--- src/rtl/button_edge_conditioner.sv ---
// Push-button conditioner: 2-flop sync, per-channel debounce FSM, registered level/press/release pulses.
// Optional auto-repeat of btn_press while held is enabled with `define AUTOREPEAT_EN.
module button_edge_conditioner #(
   parameter int N_BTN           = 5,
   parameter int DEBOUNCE_CYCLES = 1000000,
   parameter int REPEAT_DELAY    = 50000000,
   parameter int REPEAT_PERIOD   = 10000000
) (
   input  logic             clk,
   input  logic             rst_n,
   input  logic [N_BTN-1:0] btn_raw,
   output logic [N_BTN-1:0] btn_level,
   output logic [N_BTN-1:0] btn_press,
   output logic [N_BTN-1:0] btn_release,
   output logic             any_press
);

   localparam int MAX_A = (DEBOUNCE_CYCLES > REPEAT_DELAY) ? DEBOUNCE_CYCLES : REPEAT_DELAY;
   localparam int MAX_C = (MAX_A > REPEAT_PERIOD) ? MAX_A : REPEAT_PERIOD;
   localparam int CW    = $clog2(MAX_C) + 1;

   localparam logic [CW-1:0] DB_LAST = CW'(DEBOUNCE_CYCLES - 1);
`ifdef AUTOREPEAT_EN
   localparam logic [CW-1:0] RD_LAST = CW'(REPEAT_DELAY - 1);
   localparam logic [CW-1:0] RP_LAST = CW'(REPEAT_PERIOD - 1);
`endif

   typedef enum logic [1:0] {IDLE, PRESS_WAIT, HELD, RELEASE_WAIT} state_t;

   logic [N_BTN-1:0] sync1, sync2;
   logic [N_BTN-1:0] press_nx_v;
   logic             any_q;

   always_ff @(posedge clk or negedge rst_n) begin
      if (!rst_n) begin
         sync1 <= '0;
         sync2 <= '0;
      end else begin
         sync1 <= btn_raw;
         sync2 <= sync1;
      end
   end

   generate
      for (genvar i = 0; i < N_BTN; i++) begin : g_ch
         state_t        state, state_nx;
         logic [CW-1:0] cnt, cnt_nx;
         logic          level_q, press_q, release_q;
         logic          level_nx, press_nx, release_nx;
         logic          s;

         assign s = sync2[i];

`ifdef AUTOREPEAT_EN
         // rpt selects the repeat-period phase once the initial delay has elapsed
         logic rpt, rpt_nx;
         logic rpt_hit;
         assign rpt_hit = (state == HELD) && s && (cnt == (rpt ? RP_LAST : RD_LAST));
`endif

         always_ff @(posedge clk or negedge rst_n) begin
            if (!rst_n) begin
               state     <= IDLE;
               cnt       <= '0;
               level_q   <= 1'b0;
               press_q   <= 1'b0;
               release_q <= 1'b0;
`ifdef AUTOREPEAT_EN
               rpt       <= 1'b0;
`endif
            end else begin
               state     <= state_nx;
               cnt       <= cnt_nx;
               level_q   <= level_nx;
               press_q   <= press_nx;
               release_q <= release_nx;
`ifdef AUTOREPEAT_EN
               rpt       <= rpt_nx;
`endif
            end
         end

         always_comb begin
            state_nx = state;
            cnt_nx   = cnt;
`ifdef AUTOREPEAT_EN
            rpt_nx   = rpt;
`endif
            unique case (state)
               IDLE: begin
                  if (s) begin
                     state_nx = PRESS_WAIT;
                     cnt_nx   = '0;
                  end
               end
               PRESS_WAIT: begin
                  if (!s) begin
                     state_nx = IDLE;
                     cnt_nx   = '0;
                  end else if (cnt == DB_LAST) begin
                     state_nx = HELD;
                     cnt_nx   = '0;
                  end else begin
                     cnt_nx = cnt + CW'(1);
                  end
               end
               HELD: begin
                  if (!s) begin
                     state_nx = RELEASE_WAIT;
                     cnt_nx   = '0;
`ifdef AUTOREPEAT_EN
                     rpt_nx   = 1'b0;
                  end else if (rpt_hit) begin
                     cnt_nx = '0;
                     rpt_nx = 1'b1;
                  end else begin
                     cnt_nx = cnt + CW'(1);
`endif
                  end
               end
               RELEASE_WAIT: begin
                  if (s) begin
                     state_nx = HELD;
                     cnt_nx   = '0;
                  end else if (cnt == DB_LAST) begin
                     state_nx = IDLE;
                     cnt_nx   = '0;
                  end else begin
                     cnt_nx = cnt + CW'(1);
                  end
               end
               default: begin
                  state_nx = IDLE;
                  cnt_nx   = '0;
               end
            endcase
         end

         always_comb begin
            press_nx   = (state == PRESS_WAIT) && s && (cnt == DB_LAST);
`ifdef AUTOREPEAT_EN
            press_nx   = press_nx || rpt_hit;
`endif
            release_nx = (state == RELEASE_WAIT) && !s && (cnt == DB_LAST);
            level_nx   = (state_nx == HELD) || (state_nx == RELEASE_WAIT);
         end

         assign press_nx_v[i]  = press_nx;
         assign btn_level[i]   = level_q;
         assign btn_press[i]   = press_q;
         assign btn_release[i] = release_q;
      end
   endgenerate

   // Built from next-cycle press terms so it lines up with the registered pulses
   always_ff @(posedge clk or negedge rst_n) begin
      if (!rst_n) any_q <= 1'b0;
      else        any_q <= |press_nx_v;
   end

   assign any_press = any_q;

endmodule

--- config.mk ---
export PLATFORM = sky130hd
export DESIGN_NAME = button_edge_conditioner
export DESIGN_NICKNAME = d
export VERILOG_FILES = /design/src/rtl/button_edge_conditioner.sv
export SDC_FILE = /design/constraint.sdc
export NUM_CORES = 1
export LEC_CHECK = 0
export CAP_MARGIN = 0
export CELL_PAD_IN_SITES_DETAIL_PLACEMENT = 1
export CELL_PAD_IN_SITES_GLOBAL_PLACEMENT = 1
export CORE_ASPECT_RATIO = 0.6
export CORE_UTILIZATION = 44
export DETAILED_ROUTE_END_ITERATION = 10
export MAX_ROUTING_LAYER = met4
export PLACE_DENSITY_LB_ADDON = 0.1
export SLEW_MARGIN = 15
export SYNTH_ARGS = -nofsm -noshare
export SYNTH_HDL_FRONTEND = slang
export SYNTH_SLANG_ARGS = --single-unit
--- constraint.sdc ---
create_clock -name clk -period 2.1 [get_ports clk]
set_input_delay 0.42 -clock clk [delete_from_list [all_inputs] [get_ports clk]]
set_output_delay 0.42 -clock clk [all_outputs]
set_load 0.1 [all_outputs]
==> impl_metrics.json, run 1 <==
{
  "outcome": "finished clean",
  "nNetsFinal": 1044,
  "critPathRequiredTime_ns": 2.40,
  "cap_viol_max_count": 0,
  "maxClockFrequency_mhz": 479,
  "timing.critical_path.arrival_ns": 2.38,
  "syn-cell-area_um2": 8980,
  "cp-end-kind": "flip-flop",
  "clock_tree.buffer_depth": 2,
  "cts.clk_slew.worst_paths_ns": 0.07,
  "port_buffers": 22,
  "synth_sequential_area_ratio_pct": 47.4,
  "final_max_slew_viol_count": 0,
  "cts_tree": "done",
  "yosys-top-cells-area": "dfrtp_1, a31oi_1, nand2_1",
  "drt-total-wl_mm": 26.2,
  "syn_area_per_cell_um2": 9.32,
  "drc": 0,
  "grt_setup_unrepaired": "true",
  "min_path_type": "reg2reg",
  "total_half_perimeter_wirelength_after_legalization_and_detailed_placement_mm": 17.6,
  "ys_warn_count": 0,
  "via_count_of_the_first_global_routing_pass": 8332,
  "die-height_um": 113,
  "ir_worst_vdd_mv": 0.575,
  "htreeDepth": 4,
  "critical_path_peak_fanout": 9,
  "timing.final.crit_share_pct": 99.4,
  "synth-main-ff-cell": "dfrtp_1",
  "ys_types": 65,
  "rows": 40,
  "grt_start_max_net_pins": 49,
  "synth_largest_area_cell": "dfrtp_1",
  "grt_util_all_layers_pct": 26.5,
  "layout.core_utilization_pct": 53.4,
  "ys_ff_latch": 170,
  "transition_at_the_pin_with_the_smallest_max_transition_slack_ns": 1.05,
  "via_per_instance_ratio": 6.22,
  "skew_ns": 0.0128,
  "ys_async_rst_share_pct": 100,
  "synth_top_area_share_pct": 47.4,
  "floorplan.initialDensity_pct": 44.9,
  "timing_worst_setup_path_type": "reg2reg",
  "nets_in_the_synthesized_netlist": 976,
  "tritoncts.num_buffers": 17,
  "floorplan.die.width_um": 186,
  "layout_commonest_cell": "dfrtp_1",
  "worst_slew_margin_rel_pct": 29.6,
  "setup_tns_ns": 0,
  "clkSinkCount": 170,
  "post_route_cells_drive_above_1_share_pct": 18.2,
  "timing.final.setup_violations": 0,
  "final_period_minus_worst_setup_slack_ns": 2.09,
  "post_synth_inst_count": 964,
  "dr.first_iter.drc_count": 554,
  "fill_cells": 2286,
  "firstDrtPassIters": 5,
  "grt_antenna_before_repair": 1,
  "core_um2": 20000,
  "clock_insertion_delay_worst_skew_ns": 0.43,
  "hold_slack_ns": 0.351,
  "detailed_place.area_um2": 9890,
  "synth_edf_count": 0,
  "global_route_wire_length_before_repair_mm": 43.4,
  "non_filler_cell_area_final_um2": 10700,
  "fp.dieArea_um2": 21000,
  "num_io_pins": 23,
  "worstSetupStartpointType": "flip-flop",
  "finalHoldViolations": 0,
  "top_library_cells_by_usage_in_the_layout_fill_and_taps_aside": "dfrtp_1, nand2_1, a31oi_1",
  "leakage_uw": 0.00455,
  "dr_total_vias": 8196,
  "cellPowerDensity_nw_per_um2": 679,
  "clock-root-buffer": "clkbuf_16",
  "ant_nets": 0,
  "drt_wl_cell_um": 19.9,
  "area_growth_from_synthesis_to_layout_pct": 19.1,
  "gp_routability_congestion": 0.806,
  "globalRouteOverflowTotal": 0
}
per-layer routing:
layer  up-vias  global-route usage, %  share of wire, %
li1       3796                      -                 -
met1      4219                   37.6                50
met2       165                   39.1                44
met3        16                   5.07               4.6
met4         0                   6.17              0.70
met5         -                      -                 0
Yosys cell counts (4+ instances only):
cell	n
and4_1	18
nand4_1	44
a21o_1	5
xor2_1	6
buf_1	6
and3_1	17
nor4_2	6
a31oi_1	101
a41oi_1	18
nor3_1	17
inv_1	14
buf_4	15
nand2b_1	23
buf_2	19
nor4b_1	4
mux2_2	11
nor2_1	40
ha_1	5
o21ai_0	30
o211ai_1	4
nor4_1	20
nand2_1	112
or3_1	8
nand3_1	55
clkbuf_1	21
or2_2	6
and2_1	12
a22o_1	11
nor3b_1	7
a21oi_1	76
mux2i_1	6
dfrtp_1	170
sequential cells by signal, summed over array words and instances (netlist names):
| signal | flops |
|---|---|
| sync1 | 5 |
| any_press | 1 |
| g_ch.level_q | 5 |
| sync2 | 5 |
| g_ch.release_q | 5 |
| g_ch.press_q | 5 |
| g_ch.cnt | 135 |
| g_ch.state | 9 |
path summary, 6_finish.rpt:
path,from,end,slack (ns),depth (start not counted)
min in group asynchronous,rst_n,g_ch[3].cnt[24],0.51,2
hold reg to reg,sync1[0],sync2[0],0.35,0
max in group asynchronous,rst_n,g_ch[0].cnt[5],0.91,3
setup reg to reg,g_ch[1].cnt[7],g_ch[1].cnt[4],0.01,6
setup / recovery,g_ch[1].cnt[7],g_ch[1].cnt[4],0.01,6
hold / removal,sync1[0],sync2[0],0.35,0
logic make-up (layout without fill, tap and decap cells):
| group | after synthesis | count (layout) | share of synthesized area [%] |
|---|---|---|---|
| multiplexers | 17 | 17 | 2.05 |
| adder cells (fa/ha/maj) | 5 | 5 | 0.697 |
| AO/OA/AOI/OAI | 273 | 276 | 19.2 |
| other | 0 | 1 | 0 |
| AND/OR/NAND/NOR | 412 | 412 | 25.5 |
| XOR/XNOR | 9 | 9 | 0.878 |
| buffers and inverters | 78 | 154 | 4.40 |
| flip-flops | 170 | 170 | 47.4 |
stage by stage:
stage,std cells,power (µW),worst slack [ns]
4_1_cts,1312,7300,0.00272
2_1_floorplan,964,3710,0.0922
3_3_place_gp,1279,3910,-0.132
5_1_grt,1317,7530,-0.0331
3_5_place_dp,1279,3940,-0.294
6_report,1317,7260,0.0129
report_power, final:
| group | internal (µW) | leakage [µW] | total (µW) | switching, µW |
|---|---|---|---|---|
| registers | 3340 | 0.00233 | 3410 | 74.9 |
| logic | 174 | 0.00193 | 496 | 322 |
| clock network | 2040 | 0.000293 | 3350 | 1310 |
| total | 5560 | 0.00455 | 7260 | 1710 |
what timing repair did:
action | 4_1_cts | 5_1_grt
pin swaps | 2 | 5
hold endpoints to repair | 42 | 0
hold buffers | 1 | 0
resized for setup | 5 | 22
setup buffers | 1 | 2
cloned | 1 | 2
endpoints found under the setup margin | 32 | 55
worst max-delay path, stage by stage, from the launching register on:
cell and delay, ns:
dfrtp_1 0.40, or4_4 0.54, nor4_4 0.32, a31oi_4 0.20
buf_4 0.21, a41oi_1 0.21, a31oi_1 0.06
final cells by class:
cell class | count | area (µm²) | share of cell area, %
multi-input cells | 719 | 4520 | 42.3
flip-flops and latches | 170 | 4250 | 39.8
repair buffers | 110 | 915 | 8.55
clock buffers | 23 | 468 | 4.38
well taps | 273 | 342 | 3.19
clock inverters | 7 | 141 | 1.32
inverters | 14 | 52.6 | 0.491
diodes | 1 | 2.50 | 0.0234
No activity file was read; power rests on OpenSTA's default activity.
==> run 2: changes to the inputs <==
RECOVER_POWER = 50   (was not set)
==> run 2 against run 1 <==
Design area down 0.29%. Clock skew about the same. Combinational power fell by 2%. Via count decreased by 0.54%. Global-route usage unchanged. Clock-buffer cell count unchanged. Wire length fell by 0.18%. Core utilization fell by 0.16 points. Final cell count did not move. Worst hold slack hardly changed. Sequential share of layout area grew 0.12 points. Register-to-register slack about the same.
==> impl_metrics.json, run 2 (synthesis results as in run 1) <==
{
  "fp.dieArea_um2": 21000,
  "top_library_cells_by_usage_in_the_layout_fill_and_taps_aside": "dfrtp_1, nand2_1, a31oi_1",
  "finalHoldViolations": 0,
  "gp_routability_congestion": 0.806,
  "maxClockFrequency_mhz": 480,
  "timing.final.setup_violations": 0,
  "cellPowerDensity_nw_per_um2": 680,
  "outcome": "finished clean",
  "clock_tree.buffer_depth": 2,
  "final_period_minus_worst_setup_slack_ns": 2.08,
  "worstSetupStartpointType": "flip-flop",
  "floorplan.initialDensity_pct": 44.9,
  "post_route_cells_drive_above_1_share_pct": 18.2,
  "r2r_cells": 6,
  "hold-path-cell-count": 0,
  "critPathRequiredTime_ns": 2.39,
  "hold_slack_ns": 0.352,
  "post-layout-total-power_uw": 7250,
  "nNetsFinal": 1044,
  "via_count_of_the_first_global_routing_pass": 8332,
  "detailed_place.area_um2": 9890,
  "timing.final.crit_share_pct": 99.3,
  "ir_worst_vdd_mv": 0.573,
  "worst_slew_margin_rel_pct": 9.48,
  "total_half_perimeter_wirelength_after_legalization_and_detailed_placement_mm": 17.6,
  "largest-register": "g_ch.cnt",
  "cp-end-kind": "flip-flop",
  "clock-root-buffer": "clkbuf_16",
  "cap_viol_max_count": 0,
  "largestRegisters": "g_ch.cnt x135, g_ch.state x9",
  "htreeDepth": 4,
  "floorplan.die.width_um": 186,
  "min_path_type": "reg2reg",
  "ant_nets": 0,
  "num_io_pins": 23,
  "dr.first_iter.drc_count": 587,
  "rows": 40,
  "grt_antenna_before_repair": 1,
  "dr_total_vias": 8152,
  "globalRouteOverflowTotal": 0,
  "transition_at_the_pin_with_the_smallest_max_transition_slack_ns": 1.36,
  "grt_util_all_layers_pct": 26.5,
  "tritoncts.num_buffers": 17,
  "via_per_instance_ratio": 6.19,
  "port_buffers": 22,
  "largest_register_ffs": 135,
  "die-height_um": 113,
  "firstDrtPassIters": 5,
  "core_um2": 20000,
  "global_route_wire_length_before_repair_mm": 43.4,
  "cts.clk_slew.worst_paths_ns": 0.07,
  "non_filler_cell_area_final_um2": 10700,
  "drc": 0,
  "critical_path_peak_fanout": 9,
  "area_growth_from_synthesis_to_layout_pct": 18.7,
  "leakage_uw": 0.00454,
  "preCtsSetupSlack_ns": -0.294,
  "skew_ns": 0.0123,
  "clkSinkCount": 170,
  "clock_insertion_delay_worst_skew_ns": 0.43,
  "timing_worst_setup_path_type": "reg2reg",
  "layout_commonest_cell": "dfrtp_1",
  "grt_setup_unrepaired": "true",
  "timing.critical_path.arrival_ns": 2.38,
  "final_max_slew_viol_count": 0,
  "drt_wl_cell_um": 19.8,
  "cts_tree": "done",
  "drt-total-wl_mm": 26.1,
  "final_critical_path_setup_slack_ns": 0.0151,
  "grt_start_max_net_pins": 49
}
## run 2: cell types whose count changed in the layout (fill, tap and decap cells not counted)
cell / change
clkbuf_2: +2
clkdlybuf4s50_1: -5
buf_6: +1
buf_12: -3
dlygate4sd3_1: +5
buf_8: +1
buf_4: -1
## run 2: path summary, 6_finish.rpt
path                                     start               to  slack [ns]
worst max-delay path            g_ch[1].cnt[8]   g_ch[1].cnt[4]        0.02
worst min-delay path                  sync1[0]         sync2[0]        0.35
worst max register to register  g_ch[1].cnt[8]   g_ch[1].cnt[4]        0.02
worst min register to register        sync1[0]         sync2[0]        0.35
max in group asynchronous                rst_n        any_press        0.27
min in group asynchronous                rst_n  g_ch[3].cnt[24]        0.82
## run 2: worst max-delay path, stage by stage (launching register included)
cell     delay [ns]
dfrtp_1        0.39
or4_4          0.56
nor4_4         0.32
a31oi_4        0.20
buf_4          0.21
a41oi_1        0.21
a31oi_1        0.06
## run 2: cell type report
cell class                      count  area, µm²
Fill cell                        2288       9360
Clock inverter                      7        141
Multi-Input combinational cell    719       4520
Clock buffer                       23        468
Inverter                           14       52.6
Timing Repair Buffer              110        883
Sequential cell                   170       4250
Antenna cell                        1       2.50
Tap cell                          273        342
## run 2: per-stage QoR
stage / setup TNS [ns] / util [%] / std cells
finish: 0 / 53.3 / 1317
global route: -0.121 / 53.3 / 1317
CTS: 0 / 52.7 / 1312
detailed placement: -5.51 / 49.4 / 1279
global placement: -1.69 / 49.4 / 1279
floorplan: 0 / - / 964
## run 2: repair_timing
item | in CTS | in global routing
gates cloned | 1 | 2
gates resized for setup | 5 | 22
pin swaps | 2 | 5
setup endpoints to repair | 32 | 55
buffers inserted | 1 | 2
hold endpoints to repair | 42 | 0
hold buffers | 1 | 0
## run 2: where the power goes
part	internal, µW	total (µW)	leakage, µW	switching, µW
Sequential	3340	3410	0.00233	74.5
Clock	2040	3350	0.000293	1310
Combinational	165	486	0.00192	321
Total	5550	7250	0.00454	1700
## run 2: routing by layer
metal,routed length [µm],share of wire [%],up-vias,GRT usage (%)
met4,205,0.78,0,6.17
met2,11600,44,163,39.1
met3,1240,4.7,18,5.07
met1,13100,50,4176,37.6
met5,0,0,-,-
li1,-,-,3795,-
==> RTL edit 1 (flow settings as in run 1) <==
Set the parameter `DEBOUNCE_CYCLES` to 2000000 (it was 1000000).
--- a/src/rtl/button_edge_conditioner.sv
+++ b/src/rtl/button_edge_conditioner.sv
@@ -4,3 +4,3 @@
    parameter int N_BTN           = 5,
-   parameter int DEBOUNCE_CYCLES = 1000000,
+   parameter int DEBOUNCE_CYCLES = 2000000,
    parameter int REPEAT_DELAY    = 50000000,
Formal check against the unedited RTL: no difference found for any inputs over 4 cycles, from zero or initial values and one cycle with rst_n low; that may be too few to reach the edited logic, so the function may still have changed.
==> RTL edit 1 against run 1 <==
The flow now finishes with violations (negative setup slack); highest routed layer unchanged; setup slack got worse by 37 ps; power decreased by 3.6%; sequential cell count unchanged; final cell count increased by 4.0%; wire length increased by 3.2%; synthesized cell count increased by 2.7%; synthesized area increased by 1.1%; cell area increased by 3.3%; utilization increased by 1.5 points.
==> RTL edit 1: results (changes against run 1) <==
Synth-to-layout area growth: 21.71%
DR WL met2: 11520 µm (-0.95%)
Violated checks: negative setup slack
Dpl cells: 1328 (+3.8%)
Syn_nets: 1002 (+2.7%)
Non-clock buffer count: 143 (+30%)
Int Power: 5.241 mW (-5.7%)
Comb_multi_in: 730 (+1.5%)
Routed WL: 27020 µm (+3.2%)
GPL Wtd Cong: 0.8391 (+4.1%)
Via Count: 8378 (+2.2%)
Final HPWL DP: 19000 µm (+8.2%)
Min-delay worst type: primary input to async pin
Synth cell types: 63 (-3.1%)
Share of cells above drive strength 1: 21.17% (+3.0 points)
Fill cell total of the finished layout: 2339 (+2.3%)
DRT Pass-1 Iters: 7 (+2)
Invs w/o clock: 21 (+7)
First-pass GRT wire length: 44100 µm (+1.6%)
Pre-CTS setup slack: -87.50 ps (+206.6 ps)
Peak VDD IR: 0.5858 mV (+1.8%)
M1 WL: 13990 µm (+6.3%)
Fin cells: 1370 (+4.0%)
Vias in the first global route: 8283 (-0.59%)
P_sw: 1.762 mW (+3.3%)
Sequential share of the synthesized area: 46.87% (-0.50 points)
Cells after Synth: 990 (+2.7%)
Met3 wire length: 1221 µm (+2.3%)
Clock-cell share: 5.131% (-0.57 points)
Final setup margin: -24.63 ps (-37.49 ps)
Dominant cells by area after synthesis: dfrtp_1, a31oi_1, nand2_1
FF+latch area: 4257 µm² (about the same)
Met1 Use GR: 40.46% (+2.8 points)
Nets: 1095 (+4.9%)
Area after DPL: 10270 µm² (+3.9%)
Initial detailed-routing violation count: 496 (-10%)
NonClk Buf Share: 11.08% (+2.5 points)
Outcome: complete, but fails checks
Met2 usage: 37.27% (-1.8 points)
Worst skew pair latency: 450 ps (+20 ps)
Setup Viol. Count Final: 1 (+1)
==> RTL edit 1: cell families (layout without fill, tap and decap cells) <==
kind of cell	count (synthesis)	count (layout)	synth area share (%)
buf+inv	90	196	4.756
flops	170	170	46.87
compound gates	281	281	19.64
other cells	0	1	0
fa+ha+maj	5	5	0.6893
simple gates	420	420	25.37
xor+xnor	7	7	0.6755
mux	17	17	1.999
==> RTL edit 1: final timing paths <==
check	slack [ps]	from	cells after the start	end
max	-20	g_ch[4].cnt[1]	6	g_ch[4].cnt[22]
min reg2reg	350	sync1[1]	0	sync2[1]
max reg2reg	-20	g_ch[4].cnt[1]	6	g_ch[4].cnt[22]
min	350	rst_n	2	g_ch[3].cnt[15]
max in group asynchronous	1140	rst_n	3	g_ch[2].level_q
min in group clk	350	sync1[1]	0	sync2[1]
==> RTL edit 2 (flow settings as in run 1) <==
Made on the original files. Reset style: synchronous (`rst_n`), changed in 3 clocked blocks.
--- a/src/rtl/button_edge_conditioner.sv
+++ b/src/rtl/button_edge_conditioner.sv
@@ -33,3 +33,3 @@
 
-   always_ff @(posedge clk or negedge rst_n) begin
+   always_ff @(posedge clk) begin
       if (!rst_n) begin
@@ -60,3 +60,3 @@
 
-         always_ff @(posedge clk or negedge rst_n) begin
+         always_ff @(posedge clk) begin
             if (!rst_n) begin
@@ -155,3 +155,3 @@
    // Built from next-cycle press terms so it lines up with the registered pulses
-   always_ff @(posedge clk or negedge rst_n) begin
+   always_ff @(posedge clk) begin
       if (!rst_n) any_q <= 1'b0;
Check against the original RTL: no difference found for any inputs over 4 cycles, from zero or initial values and one cycle with rst_n low; that may be too few to reach the edited logic, so the function may still have changed.
==> RTL edit 2 against run 1 <==
Clock skew shrank 2.9 ps; setup slack gained 24 ps; power shrank 8.3%; combinational power shrank 45%; sequential cell count grew 1; global-route usage grew 3.3 points; wire length grew 10%; count of clock-buffer cells in the layout shrank 4; cell area is essentially flat; synthesized area shrank 2.5%; highest routed layer unchanged.
==> RTL edit 2: results (changes against run 1) <==
Multi-input logic area: 5120 µm² (+13%)
Post-Route Skew: 9.953 ps (-2.866 ps)
Initial detailed-routing violation count: 682 (+23%)
Critical path fanouts, max: 6 (-3)
Syn_nets: 1079 (+11%)
Num Clock Sinks: 171 (+0.59%)
RR Endpoint: g_ch[4].cnt[25]
Fill cell total of the finished layout: 2244 (-1.8%)
Peak VDD IR: 0.5964 mV (+3.6%)
Wire per inst: 20.15 µm (+1.4%)
Min-delay worst type: primary input to flip-flop
Pre-CTS setup slack: -96.57 ps (+197.5 ps)
Seq power: 3.27 mW (-4%)
Vias in the first global route: 8614 (+3.4%)
NonClk Buf Share: 10.56% (+2.0 points)
Synth Area in Adders: 0.7145% (+0.018 points)
Biggest regs: g_ch.cnt (135), g_ch.state (10)
Outcome: finished, final reports clean
First-pass GRT wire length: 46690 µm (+7.6%)
Mux cell area share after synthesis: 2.972% (+0.92 points)
Comb_multi_in: 796 (+11%)
Dominant cells by area after synthesis: dfxtp_1, nand3_1, nand2_1
CTS resizes: 14 (+9)
Initial antenna violation count: 0 (-1)
Share of the synthesized area in the top cell type: 39.10% (-8.3 points)
Area after DPL: 9888 µm² (about the same)
Clock power share: 46.8% (+0.6 points)
GPL Wtd Cong: 0.8769 (+8.8%)
Sequential share of cell area: 32.11% (-7.7 points)
Synth Area in Compound Gates: 15.15% (-4.0 points)
Nets: 1166 (+12%)
Crit path from: g_ch[4].cnt[0]
R2r setup slk: 40 ps (+20 ps)
Xor/xnor share of the synthesized area: 4.201% (+3.3 points)
Multi-input combinational area share: 47.90% (+5.6 points)
Clock-cell share: 5.303% (-0.40 points)
Lkg Pwr: 3.685 nW (-19%)
Int Power: 5.048 mW (-9.1%)
Slew headroom: 42.25% (+13 points)
Final HPWL DP: 19950 µm (+14%)
Share of cells above drive strength 1: 19.21% (+0.99 points)
Pwr Total: 6.661 mW (-8.3%)
-- RTL edit 2: how the worst min path moves through the flow --
stage / start / end / slack, ps / depth (start not counted)
after floorplan: sync1[0] / sync2[0] / 410 / 1
after global routing: rst_n / g_ch[0].level_q / 350 / 3
after global placement: sync1[3] / sync2[3] / 420 / 1
final: rst_n / g_ch[0].state[1] / 330 / 3
after detailed placement: sync1[1] / sync2[1] / 420 / 1
after CTS: rst_n / g_ch[0].state[1] / 330 / 3
-- RTL edit 2: metal layers --
layer	global-route usage, %	vias to the layer above	wire, µm
li1	-	4183	-
met5	-	-	0
met3	6.275	22	1728
met2	40.63	251	11700
met4	5.111	0	224
met1	44.93	4393	15200
-- RTL edit 2: through the flow --
stage,instances,hold WS (ps),TNS [ps],utilization [%]
finish,1432,328.7,0,55.46
global route,1432,352.1,-123.6,55.46
CTS,1430,327.5,0,54.64
detailed placement,1398,421.4,-395.6,51.30
global placement,1398,415.4,-36.18,51.30
floorplan,1067,411.9,0,-
